## src/rtl/flash_boot_copier.sv

```systemverilog
// Boot copier: streams WORDS 32-bit words from SPI flash into program memory and holds the CPU until done.
// Optional trailing-checksum verification is enabled with `define FLASH_BOOT_CHECKSUM_EN.
module flash_boot_copier #(
   parameter int          WORDS      = 4096,
   parameter logic [23:0] FLASH_BASE = 24'h100000,
   parameter logic [29:0] MEM_BASE   = 30'h0,
   parameter logic [15:0] TIMEOUT    = 16'hFFFF
) (
   input  logic        clk,
   input  logic        reset,
   input  logic        start,
   output logic        flash_req,
   output logic [23:0] flash_addr,
   input  logic        flash_ack,
   input  logic [31:0] flash_rdata,
   output logic        mem_wen,
   output logic [29:0] mem_addr,
   output logic [31:0] mem_wdata,
   output logic [3:0]  mem_byte_select,
   output logic        cpu_hold,
   output logic        busy,
   output logic        done,
   output logic        error,
   output logic [1:0]  err_code,
   output logic [15:0] words_copied
);

   typedef enum logic [2:0] {
      IDLE,
      REQ,
      WRITE,
      FIN,
`ifdef FLASH_BOOT_CHECKSUM_EN
      CHK,
`endif
      DONE,
      ERR
   } state_t;

   localparam logic [15:0] LAST_IDX = 16'(WORDS - 1);
   localparam logic [15:0] TMO_LAST = TIMEOUT - 16'd1;

   state_t      state, state_n;
   logic [1:0]  ecode, ecode_n;
   logic [15:0] idx;
   logic [15:0] tmo;
   logic [31:0] word_p0;
   logic        in_req, accept, tmo_fire, req_n;

   function automatic logic [23:0] flash_word_addr(input logic [15:0] i);
      return FLASH_BASE + {6'b0, i, 2'b00};
   endfunction

   function automatic logic [29:0] mem_word_addr(input logic [15:0] i);
      return MEM_BASE + {14'b0, i};
   endfunction

`ifdef FLASH_BOOT_CHECKSUM_EN
   logic [31:0] sum_p0;
   assign in_req = (state == REQ) || (state == CHK);
`else
   assign in_req = (state == REQ);
`endif

   // The request line is registered, so an ack only counts once flash_req is visible to the flash side.
   assign accept   = in_req && flash_req && flash_ack;
   assign tmo_fire = in_req && flash_req && !flash_ack && (tmo == TMO_LAST);
   assign req_n    = in_req && !accept && !tmo_fire;

   always_comb begin
      state_n = state;
      ecode_n = ecode;
      case (state)
         IDLE:  if (start) state_n = REQ;
         REQ: begin
            if (accept) begin
               state_n = WRITE;
            end else if (tmo_fire) begin
               state_n = ERR;
               ecode_n = 2'b01;
            end
         end
         WRITE: state_n = (idx == LAST_IDX) ? FIN : REQ;
`ifdef FLASH_BOOT_CHECKSUM_EN
         FIN:   state_n = CHK;
         CHK: begin
            if (accept) begin
               if (flash_rdata == sum_p0) begin
                  state_n = DONE;
               end else begin
                  state_n = ERR;
                  ecode_n = 2'b10;
               end
            end else if (tmo_fire) begin
               state_n = ERR;
               ecode_n = 2'b01;
            end
         end
`else
         FIN:   state_n = DONE;
`endif
         DONE:  state_n = DONE;
         ERR:   state_n = ERR;
         default: state_n = IDLE;
      endcase
   end

   // Control and output stage: every output is a register decoded from the current state.
   always_ff @(posedge clk) begin
      if (reset) begin
         state           <= IDLE;
         ecode           <= 2'b00;
         idx             <= '0;
         tmo             <= '0;
         flash_req       <= 1'b0;
         flash_addr      <= '0;
         mem_wen         <= 1'b0;
         mem_addr        <= '0;
         mem_wdata       <= '0;
         mem_byte_select <= 4'b0000;
         cpu_hold        <= 1'b1;
         busy            <= 1'b0;
         done            <= 1'b0;
         error           <= 1'b0;
         err_code        <= 2'b00;
         words_copied    <= '0;
      end else begin
         state           <= state_n;
         ecode           <= ecode_n;
         tmo             <= (in_req && flash_req) ? tmo + 16'd1 : 16'd0;
         flash_req       <= req_n;
         flash_addr      <= req_n ? flash_word_addr(idx) : 24'd0;
         mem_wen         <= (state == WRITE);
         mem_addr        <= (state == WRITE) ? mem_word_addr(idx) : 30'd0;
         mem_wdata       <= (state == WRITE) ? word_p0 : 32'd0;
         mem_byte_select <= {4{state == WRITE}};
         // idx also advances past the last word so the checksum read addresses word WORDS.
         if (state == WRITE) begin
            idx          <= idx + 16'd1;
            words_copied <= words_copied + 16'd1;
         end
         busy            <= !(state inside {IDLE, DONE, ERR});
         done            <= (state == DONE);
         cpu_hold        <= (state != DONE);
         error           <= (state == ERR);
         err_code        <= (state == ERR) ? ecode : 2'b00;
      end
   end

   // Capture stage: flash data is held for the following write.
   always_ff @(posedge clk) begin
      if (accept) word_p0 <= flash_rdata;
   end

`ifdef FLASH_BOOT_CHECKSUM_EN
   always_ff @(posedge clk) begin
      if (state == IDLE) sum_p0 <= '0;
      else if (state == WRITE) sum_p0 <= sum_p0 + word_p0;
   end
`endif

endmodule

```

## config.mk

```make
export PLATFORM = sky130hd
export DESIGN_NAME = flash_boot_copier
export DESIGN_NICKNAME = d
export VERILOG_FILES = /design/src/rtl/flash_boot_copier.sv
export SDC_FILE = /design/constraint.sdc
export NUM_CORES = 1
export LEC_CHECK = 0
export ABC_AREA = 1
export CAP_MARGIN = 10
export CELL_PAD_IN_SITES_DETAIL_PLACEMENT = 1
export CELL_PAD_IN_SITES_GLOBAL_PLACEMENT = 2
export CORE_AREA = 4 4 146 148
export CTS_CLUSTER_SIZE = 16
export DETAILED_ROUTE_END_ITERATION = 16
export DIE_AREA = 0 0 150 152
export PLACE_DENSITY_LB_ADDON = 0.15
export REMOVE_ABC_BUFFERS = 1
export SLEW_MARGIN = 0
export SYNTH_ARGS = -nofsm -noshare
export SYNTH_HDL_FRONTEND = slang
export SYNTH_SLANG_ARGS = --single-unit
```

## constraint.sdc

```tcl
create_clock -name clk -period 2.6 [get_ports clk]
set_clock_uncertainty 0.1 [all_clocks]
set_input_delay 0.52 -clock clk [delete_from_list [all_inputs] [get_ports clk]]
set_output_delay 0.52 -clock clk [all_outputs]
set_load 0.02 [all_outputs]
```

# After elaboration in Yosys (flattened, before gate mapping)
# Cells that the tools add are included.
[totals]
reg_bits = 178
in_bits = 36
word_cells = 61
[op_classes]
addsub = 4
n_eq_ne = 10
n_mux = 5
n_bitwise = 5
n_reduce_logical = 19
[ops]
columns = ["op", "count"]
rows = [
  ["$add A16 B1 Y16 const B", 3],
  ["$add A21 B18 Y22 const A", 1],
  ["$eq A16 B12 Y1 const B", 1],
  ["$eq A16 B16 Y1 const B", 1],
  ["$pmux W3 S5", 1],
  ["$reduce_or A2 Y1", 5],
  ["$mux W3", 3],
  ["$eq A3 B2 Y1 const B", 2],
  ["$eq A3 B3 Y1 const B", 2],
  ["$logic_and A1 B1 Y1", 6],
  ["$not A1 Y1", 5],
  ["$logic_not A1 Y1", 4],
  ["$eq A3 B1 Y1 const B", 1],
  ["$logic_not A3 Y1", 1],
  ["$ne A3 B1 Y1 const B", 1],
  ["$ne A3 B3 Y1 const B", 1],
  ["$reduce_and A3 Y1", 1],
  ["$reduce_bool A3 Y1", 1],
  ["$mux W2", 1],
  ["$ne A2 B2 Y1 const B", 1],
  ["$reduce_and A2 Y1", 1],
]

# Logic depth before layout (Yosys ltp)
[depth]
depth_word = 8
depth_mapped = 9
depth_no_buf = 9

# Least setup slack after synthesis
# No wires, ideal clock.
[synth_timing]
kind = "register to register"
start = "register state[0]"
end = "register flash_addr[20]"
setup_ns = 0.113
arrival_time_ns = 1.655
setup_slack_ns = 0.732
path_stages_with_launch = 9
path_buffers = 1
cell_sequence = "dfxtp_1 nand2_1 nor2_2 nand2_2 nor2_4 nor2_4 nand3_4 buf_6 inv_1"
[synth_between]
elab_chain_len = 8
elab_cells_between_ends = 11
[synth_lines]
columns = ["element", "line_no", "rtl"]
rows = [
  ["start, declared", "43", "state_t state, state_n;"],
  ["start signal, assigned", "128", "state <= state_n;"],
  ["$eq A3 B1 Y1", "62", "assign in_req = (state == REQ);"],
  ["$logic_and A1 B1 Y1 (2 in series)", "66", "assign accept = in_req && flash_req && flash_ack;"],
  ["via accept", "48", "logic in_req, accept, tmo_fire, req_n;"],
  ["$logic_not A1 Y1", "68", "assign req_n = in_req && !accept && !tmo_fire;"],
  ["$logic_and A1 B1 Y1 (2 in series)", "68", ""],
  ["$not A1 Y1 (no source line)", "-", ""],
  ["$reduce_or A2 Y1 (no source line)", "-", ""],
  ["end signal, assigned", "132", "flash_addr <= req_n ? flash_word_addr(idx) : 24'd0;"],
  ["end, declared", "13", "output logic [23:0] flash_addr,"],
]
# The timed path passes the listed nets, and every way through them passes these cells.
# A chain may end at the register's enable or synchronous reset.

# Worst setup path in the final report
[layout_timing]
start = "register words_copied[7]"
end = "output port words_copied[7]"
[layout_rtl]
columns = ["element", "line_no", "rtl"]
rows = [
  ["start, declared", "25", "output logic [15:0] words_copied"],
  ["start signal, assigned", "140", "words_copied <= words_copied + 16'd1;"],
]
# No word-level cell between the ends.

==> results.yml <==
flow_run:
  max_cap_viol_count: 0
synthesis:
  syn_avg_cell_area_um2: 9.21
  ys_warn_count: 0
  ys_ff_latch: 156
  syn_inst: 619
  ys_types: 36
  syn-cell-area_um2: 5700
  synth-seq-area-share_pct: 60.4
pwr:
  clkPwrFrac_pct: 47.9
  p_seq_share_pct: 48.1
  power_density_nw_per_um2: 669
  leakagePower_nw: 3.01
  fin_total_pwr_mw: 5.20
  p_sw_share_pct: 22.0
  power.switching_mw: 1.14
  vdd_ir_drop_max_mv: 0.417
  p_comb_share_pct: 4.0
  intPower_mw: 4.06
placement:
  place_area_um2: 7180
  gp_congestion: 0.742
  placed_cells: 1005
  port_buffers: 127
  dpl.hpwl_um: 10000
clocking:
  path_clk_slew_ns: 0.06
  post_cts_buffers: 0
  cts_root_buf: "clkbuf_16"
  cts_buffer_depth: 2
  numClockSinks: 156
  cts_tree: "done"
  clock_latency_ns: 0.41
  ctsResizeCount: 0
  cts_buffers: 17
  ctsHoldBuffers: 0
  htreeDepth: 4
die:
  dieWidth_um: 150
  ios: 150
  start_util_pct: 28.4
  fp.dieH_um: 152
  die_area_um2: 22800
  rows: 52
  design.core.area_um2: 20000
finish:
  multi_input_area_um2: 1710
  seq_area_um2: 3440
  fin_area_um2: 7780
  nFillCells: 2361
  finalNetCount: 794
  fin_cells: 1037
  drive_gt1_share_pct: 9.13
  diodes: 0
  syn_to_final_growth_pct: 36.5
worst_setup_path:
  worstSetupPathType: "flip-flop to output port"
  cp-start-kind: "flip-flop"
  path_buf_inv: 1
  critPathMaxStageDelay_ns: 0.67
  cp.arrival_ns: 1.54
  path_cells: "clkdlybuf4s50_1"
  cp-end-kind: "output port"
  worstPathMaxFanout: 7
  cp_slowest_cell: "clkdlybuf4s50_1"
  crit_family: "buffers and inverters"
  cp.required_ns: 1.98
grt:
  grt_pass1_vias: 4351
  grt_start_max_net_pins: 33
  grt-ovfl-total: 0
  grt_first_pass_wirelength_um: 22100
  track_usage_pct: 12.2
  grt_antenna_before_repair: 0
route:
  wl_per_cell_um: 13.2
  vias: 4204
  first_pass_iters: 4
  route.detailed.drc: 0
  viasPerCell: 4.05
  drtAntennaViolNets: 0
  drt_iter0_drc: 102
  finalWirelength_um: 13700
timing:
  period_share_pct: 83.2
  timing.final.hold_violations: 0
  setup_viol: 0
  period_minus_slack_ns: 2.16
  slew_headroom_pct: 65.1
  final-max-slew-violation-count: 0
  max_freq_ghz: 0.462
  rsz0062_at_grt: "false"
  worst_pin_slew_ns: 0.523
  fin_tns_setup_ns: 0
run_status:
  status: "complete, no violations"
min_path:
  min-delay-path-class: "flip-flop to flip-flop"
## cell usage in the layout, fill, tap and decap left out, types with 9 or more instances in the layout
cell	synthesis	layout
nor2_1	112	112
nor2_2	16	16
conb_1	1	22
nand2_1	75	75
clkdlybuf4s50_1	0	127
nand3_1	19	19
o21ai_0	19	19
clkbuf_16	0	18
a21oi_1	32	32
edfxtp_1	32	32
inv_1	97	97
nand4_1	9	9
dfxtp_1	124	124
## state kept, by name, summed over array words and instances, names as in the netlist, 3 cells and up
| name | cells |
|---|---|
| flash_addr | 17 |
| idx | 16 |
| mem_addr | 16 |
| mem_wdata | 32 |
| state | 3 |
| tmo | 16 |
| word_p0 | 32 |
| words_copied | 16 |
## logic make-up (layout without fill, tap and decap cells)
| group | Yosys count | count (layout) | synth area share [%] |
|---|---|---|---|
| AOI/OAI and AO/OA | 58 | 58 | 5.33 |
| and+or+nand+nor | 259 | 259 | 21.4 |
| other | 1 | 22 | 0.0658 |
| xor gates and xnor gates | 6 | 6 | 0.922 |
| DFF | 156 | 156 | 60.4 |
| adders and majority gates | 4 | 4 | 0.878 |
| buffers and inverters | 135 | 262 | 11.0 |
## synthesized netlist by cell type
| library cell | count | area share [%] |
|---|---|---|
| nand3_1 | 19 | 1.7 |
| buf_2 | 5 | 0.44 |
| nor2_8 | 2 | 0.70 |
| a21oi_1 | 32 | 2.8 |
| a31oi_1 | 1 | 0.11 |
| nand4_1 | 9 | 0.99 |
| xor2_1 | 5 | 0.77 |
| nor2_4 | 5 | 0.99 |
| nand3_4 | 2 | 0.61 |
| nand2_4 | 1 | 0.20 |
| edfxtp_1 | 32 | 17 |
| nand3_2 | 1 | 0.18 |
| buf_6 | 2 | 0.40 |
| or2_2 | 1 | 0.11 |
| o21bai_1 | 1 | 0.13 |
| conb_1 | 1 | 0.066 |
| nor3_4 | 1 | 0.29 |
| nand3b_1 | 1 | 0.13 |
| buf_1 | 1 | 0.066 |
| nor3_1 | 8 | 0.70 |
| nand4_2 | 1 | 0.22 |
| nand2_1 | 75 | 4.9 |
| clkbuf_1 | 4 | 0.26 |
| o21ai_0 | 19 | 1.7 |
| buf_4 | 26 | 3.4 |
| nand2_2 | 4 | 0.44 |
| nor2_1 | 112 | 7.4 |
| inv_1 | 97 | 6.4 |
| nor4_1 | 1 | 0.11 |
| a211oi_1 | 1 | 0.13 |
| ha_1 | 4 | 0.88 |
| xnor2_1 | 1 | 0.15 |
| o21ai_1 | 1 | 0.088 |
| o21a_1 | 3 | 0.40 |
| dfxtp_1 | 124 | 44 |
| nor2_2 | 16 | 1.8 |
## layer usage
metal  GRT usage, %  up-vias  share of wire (%)
met3           3.75       11                5.1
met2           20.0       91                 48
met5              0        -                  0
met4           3.53        0                1.0
met1           15.3     1959                 46
li1               -     2143                  -
## layout make-up
cell class / count / share of cell area, %
clock inverters: 12 / 1.75
flip-flops and latches: 156 / 44.3
well taps: 270 / 4.34
inverters: 97 / 4.68
clock buffers: 20 / 5.89
repair buffers: 133 / 17.1
multi-input cells: 349 / 22.0
## per-stage QoR
step | utilization [%] | worst slack [ns] | hold slack (ns)
2_1_floorplan | - | 0.792 | 0.322
3_3_place_gp | 35.8 | 0.525 | 0.339
3_5_place_dp | 35.8 | 0.459 | 0.350
4_1_cts | 38.8 | 0.396 | 0.359
5_1_grt | 38.8 | 0.348 | 0.372
6_report | 38.8 | 0.436 | 0.352
## path summary, 6_finish.rpt
kind,start,to,slack (ns),cells past startpoint
setup reg to reg,state[2]$_SDFFE_PP0P_,words_copied[15]$_SDFFE_PP0P_,0.86,8
setup / recovery,words_copied[7]$_SDFFE_PP0P_,words_copied[7],0.44,1
hold / removal,ecode[0]$_SDFFE_PP0P_,err_code[0]$_SDFF_PP0_,0.35,2
hold reg to reg,ecode[0]$_SDFFE_PP0P_,err_code[0]$_SDFF_PP0_,0.35,2
## power groups by stage
stage	clock [mW]	sequential, mW	combinational [mW]
2_1_floorplan	0	2.56	0.0983
3_3_place_gp	0	2.56	0.211
3_5_place_dp	0	2.56	0.213
4_1_cts	2.57	2.50	0.214
5_1_grt	2.69	2.50	0.231
6_report	2.49	2.50	0.210
Note: power is estimated with default switching activity, not from simulation.
